`src/rtl/membus_arbiter.sv`:
```
// membus_arbiter
//   Shares one membus slave between the instruction-fetch master (m0) and the
//   data-access master (m1). Only one transaction is outstanding at a time.
//   Grant is round-robin on ties. Each response is routed back to the master
//   that issued the request.
//
// Ports
//   clk, rst                      clock, asynchronous active-high reset
//   m0_* / m1_*                   master request (valid/ready/addr/wen/wdata/wmask)
//                                 and response (rvalid/rdata)
//   s_*                           slave request (valid/ready/addr/wen/wdata/wmask)
//                                 and response (rvalid/rdata)
//   dbg_state                     current FSM state (0 = IDLE, 1 = WAIT)
//
// Handshake: a request transfers on a rising edge where valid and ready are
// both high. Ready may depend on valid. The master must hold its request
// fields stable until then. A response is a single-cycle rvalid pulse with no
// backpressure.
module membus_arbiter #(
  parameter int ADDR_WIDTH = 64,
  parameter int DATA_WIDTH = 64,
  parameter int MASK_WIDTH = DATA_WIDTH / 8
) (
  input  logic                  clk,
  input  logic                  rst,
  input  logic                  m0_valid,
  output logic                  m0_ready,
  input  logic [ADDR_WIDTH-1:0] m0_addr,
  input  logic                  m0_wen,
  input  logic [DATA_WIDTH-1:0] m0_wdata,
  input  logic [MASK_WIDTH-1:0] m0_wmask,
  output logic                  m0_rvalid,
  output logic [DATA_WIDTH-1:0] m0_rdata,
  input  logic                  m1_valid,
  output logic                  m1_ready,
  input  logic [ADDR_WIDTH-1:0] m1_addr,
  input  logic                  m1_wen,
  input  logic [DATA_WIDTH-1:0] m1_wdata,
  input  logic [MASK_WIDTH-1:0] m1_wmask,
  output logic                  m1_rvalid,
  output logic [DATA_WIDTH-1:0] m1_rdata,
  output logic                  s_valid,
  input  logic                  s_ready,
  output logic [ADDR_WIDTH-1:0] s_addr,
  output logic                  s_wen,
  output logic [DATA_WIDTH-1:0] s_wdata,
  output logic [MASK_WIDTH-1:0] s_wmask,
  input  logic                  s_rvalid,
  input  logic [DATA_WIDTH-1:0] s_rdata,
  output logic                  dbg_state
);

  typedef enum logic {
    IDLE = 1'b0,
    WAIT = 1'b1
  } state_t;

  state_t state;
  state_t state_next;
  logic   owner;  // master holding the outstanding request
  logic   last;   // last granted master

  logic any_valid;
  logic sel;      // selected master in IDLE
  logic accept;

  // A lone requester wins outright. On a tie the master not granted last time
  // wins. With last=0 after reset, m1 takes the first tie.
  assign any_valid = m0_valid | m1_valid;
  assign sel       = (m0_valid & m1_valid) ? ~last : m1_valid;
  assign accept    = (state == IDLE) & any_valid & s_ready;

  assign dbg_state = state;

  always_ff @(posedge clk or posedge rst) begin
    if (rst) begin
      state <= IDLE;
      owner <= 1'b0;
      last  <= 1'b0;
    end else begin
      state <= state_next;
      if (accept) begin
        owner <= sel;
        last  <= sel;
      end
    end
  end

  always_comb begin
    state_next = state;
    s_valid    = 1'b0;
    s_addr     = '0;
    s_wen      = 1'b0;
    s_wdata    = '0;
    s_wmask    = '0;
    m0_ready   = 1'b0;
    m1_ready   = 1'b0;
    m0_rvalid  = 1'b0;
    m1_rvalid  = 1'b0;
    m0_rdata   = '0;
    m1_rdata   = '0;

    case (state)
      IDLE: begin
        // A response arriving here has no owner and is dropped.
        if (any_valid) begin
          s_valid = 1'b1;
          if (sel) begin
            s_addr   = m1_addr;
            s_wen    = m1_wen;
            s_wdata  = m1_wdata;
            s_wmask  = m1_wmask;
            m1_ready = s_ready;
          end else begin
            s_addr   = m0_addr;
            s_wen    = m0_wen;
            s_wdata  = m0_wdata;
            s_wmask  = m0_wmask;
            m0_ready = s_ready;
          end
          if (s_ready) state_next = WAIT;
        end
      end
      WAIT: begin
        // The response passes straight through to the owner in the same cycle.
        if (s_rvalid) begin
          state_next = IDLE;
          if (owner) begin
            m1_rvalid = 1'b1;
            m1_rdata  = s_rdata;
          end else begin
            m0_rvalid = 1'b1;
            m0_rdata  = s_rdata;
          end
        end
      end
      default: state_next = IDLE;
    endcase
  end

endmodule

```
`config.mk`:
```
export PLATFORM = sky130hd
export DESIGN_NAME = membus_arbiter
export DESIGN_NICKNAME = d
export VERILOG_FILES = /design/src/rtl/membus_arbiter.sv
export SDC_FILE = /design/constraint.sdc
export NUM_CORES = 1
export LEC_CHECK = 0
export ABC_AREA = 1
export CAP_MARGIN = 5
export CORE_AREA = 3 3 240 242
export CTS_CLUSTER_SIZE = 40
export DETAILED_ROUTE_END_ITERATION = 6
export DIE_AREA = 0 0 243 245
export GPL_TIMING_DRIVEN = 0
export PLACE_DENSITY = 0.37
export SYNTH_ARGS = -nofsm -noshare
export SYNTH_HDL_FRONTEND = slang
export SYNTH_SLANG_ARGS = --single-unit
```
`constraint.sdc`:
```
create_clock -name clk -period 1.53 [get_ports clk]
set_input_delay 0.153 -clock clk [delete_from_list [all_inputs] [get_ports clk]]
set_output_delay 0.153 -clock clk [all_outputs]
set_load 0.005 [all_outputs]
```
# --- Word level (Yosys, flattened, before mapping) ---
# Cells that the tools add are included.
totals:
  reg_bits: 2
  elab_cells: 45
classes:
  muxes: 37
  bitwise_logic: 6
op_table:
  columns: ["cell", "n"]
  rows:
  - ["64-bit two-way mux", 12]
  - ["8-bit two-way mux", 3]
  - ["1-bit two-way mux", 21]
  - ["1-bit AND", 3]
  - ["1-bit inverter", 2]
  - ["1-bit one-hot mux with 2 select lines", 1]
  - ["1-bit bitwise OR", 1]

# --- Logic depth before layout (Yosys ltp) ---
logic_depth:
  word_depth: 5
  mapped_depth: 7
  depth_no_buf: 5

# --- Least setup slack after synthesis ---
# Ideal clock, no wire load.
synth_timing:
  kind: "register to output"
  from: "reg owner (netlist name)"
  to: "out s_wdata[13]"
  arrival_time_ns: 1.109
  t_required_ns: 1.377
  slack_ns: 0.268
  path_stages_with_launch: 6
  path_buffers: 2
  cell_sequence: "dfrtp_1 > nand2_2 > buf_4 > clkbuf_1 > a21oi_1 > nor2_1"
synth_lines:
  columns: ["element", "line", "source"]
  rows:
  - ["to (decl)", "46", "output logic [DATA_WIDTH-1:0] s_wdata,"]

==> results.yml <==
placed_design:
  place_area_mm2: 0.0113
  placed_cells: 2355
  port_buffers: 613
  dp_hpwl_um: 36100
  dp_slack_ns: -1.43
  gp_congestion: 0.908
clock_tree:
  cts_sinks: 2
  clockBufferDepth: 2
  cts_hold_buf: 0
  root_buffer: "clkbuf_16"
  insertion_delay_ns: 0.22
  cts_max_level: 1
  cts_tree: "built"
  cts_made_buffers: 3
  clkTransAtPathRegs_ns: 0.03
drt:
  dr.first_iter.drc_count: 174
  wl_per_cell_um: 19.5
  dr_total_vias: 9267
  wirelength_um: 48900
  drc: 0
  viasPerCell: 3.70
  drt-pass1-iter-count: 4
  ant_nets: 0
outcome:
  status: "finished with violations"
  violations: "negative setup slack"
grt:
  antenna_found_initial: 14
  grt_overflow: 0
  grtUsageTotal_pct: 15.0
  busiest_layer: "met2"
  grt_pass1_wl_um: 66500
  grtUsageMet2_pct: 29.0
  grt_max_degree: 11
  met3_usage_pct: 4.12
  grt_util_met1_pct: 16.4
  grt_pass1_vias: 9427
timing:
  drv_slew: 0
  holdWs_ns: 0.0887
  finalCriticalPeriod_ns: 1.83
  fmax_mhz: 547
  fin_crit_sh_pct: 119
  setup_viol: 263
  skew_ns: 0.00222
  worst_slew_pin_slew_ns: 0.868
  hold_viol_final: 0
  setup_ws_ns: -0.298
  relSlewSlack_pct: 42.1
  rsz0062_at_grt: "true"
logic_synthesis:
  synth_seq_cells: 2
  synth_area_mm2: 0.00425
  ys_seq_area_share_pct: 1.18
  syn_inst: 994
  synth_warnings: 0
  avgSynthCellArea_um2: 4.27
  ys_types: 12
  synthesis.nets: 1338
floorplan:
  start_util_pct: 7.68
  std_cell_rows: 86
  die_area_mm2: 0.0595
  die_y_um: 245
  core_region_area_mm2: 0.0553
  ios: 615
  die_x_um: 243
finish:
  final_area_mm2: 0.0157
  fin_cells: 2506
  area_delta_synth_final_pct: 269
  fin_nets: 2099
  layout-drive-gt1-share_pct: 50.3
  most-common-layout-cells: "clkdlybuf4s50_1 (341), buf_2 (221), inv_1 (206)"
  final_common_cell: "clkdlybuf4s50_1"
  nFillCells: 6194
  regArea_um2: 52.6
  multi_input_area_mm2: 0.00519
worst_setup_path:
  crit_path_max_incr_delay_ns: 0.42
  crit_chain: "nand2_8 > buf_12 > buf_12 > buf_8 > nand3_1 > nand2_2 > nor2_4 > buf_2"
  cp.required_ns: 1.38
  startpoint_type: "flip-flop"
  path_max_fanout: 7
  critPathMostFrequentCell: "buf_12"
  endpoint_kind: "output port"
  critPathKind: "reg -> out"
  slowest_stage: "dfrtp_2"
  cp.arrival_ns: 1.67
job:
  maxCapViolations: 0
worst_hold_path:
  hold_path.class: "in -> async"
pwr:
  ir_drop_uv: 389
  fin_total_pwr_mw: 8.08
  power_density_mw_per_mm2: 516
  power.leakage_nw: 7.53
-- repair_timing --
action,4_1_cts,5_1_grt
gates resized for setup,1638,418
pin swaps,119,166
setup endpoints to repair,270,271
setup buffers,85,30
cloned,36,6
-- metrics by stage --
| step | util (%) | setup TNS [ns] |
|---|---|---|
| floorplan | - | 0 |
| global placement | 20.5 | -194.68 |
| detailed placement | 20.5 | -196.33 |
| CTS | 25.2 | -55.54 |
| global route | 28.3 | -67.12 |
| finish | 28.3 | -50.90 |
-- power breakdown --
group | internal (mW) | switching, mW | total [mW]
Combinational | 4.11 | 3.48 | 7.60
Sequential | 0.0660 | 0.0216 | 0.0876
Clock | 0.333 | 0.0671 | 0.400
Total | 4.51 | 3.57 | 8.08
-- cell type report --
| type | instances | share of cell area, % |
|---|---|---|
| antenna | 5 | 0.0799 |
| buffer | 84 | 6.95 |
| clock buffer | 3 | 0.480 |
| inverter | 210 | 5.07 |
| multi-input combinational | 692 | 33.1 |
| sequential | 2 | 0.336 |
| tap | 748 | 5.98 |
| timing repair buffer | 762 | 48.0 |
-- synth_stat cells (all sizes together) --
| master | n | share of area, % |
|---|---|---|
| nand3 | 138 | 16 |
| a21oi | 137 | 16 |
| dfrtp | 2 | 1.2 |
| nor2 | 270 | 24 |
| nand2 | 147 | 13 |
| buf | 64 | 8.6 |
| inv | 210 | 19 |
| clkbuf | 26 | 2.3 |
-- state kept, by name, indices dropped and copies added (netlist names) --
name,cells
dbg_state,1
owner,1
-- final timing paths --
kind | cells after the start | endpoint | slack (ns) | start
max in group asynchronous | 2 | dbg_state | 1.31 | rst
hold / removal | 2 | owner | 0.09 | rst
setup reg to reg | 5 | owner | 0.40 | dbg_state
min in group clk | 4 | dbg_state | 0.49 | s_rvalid
setup / recovery | 8 | s_wdata[18] | -0.30 | owner
hold reg to reg | 3 | owner | 0.70 | owner
-- critical path: cells and delay by family, from the launching register on --
kind                   cells  cell delay, ns
buffers and inverters      4            0.59
and+or+nand+nor            4            0.42
DFF                        1            0.42
-- cell families after synthesis --
logic type,after synthesis,share of synthesized area (%)
AND/OR/NAND/NOR,555,53.2
buffers and inverters,300,29.4
flip-flops,2,1.18
AO/OA/AOI/OAI,137,16.1
-- metal layers --
metal	share of wire [%]	routed length, um
met1	38	18400
met2	53	25800
met3	7.2	3540
met4	2.2	1070
met5	0.13	65
Note: power is estimated with default switching activity, not from simulation.
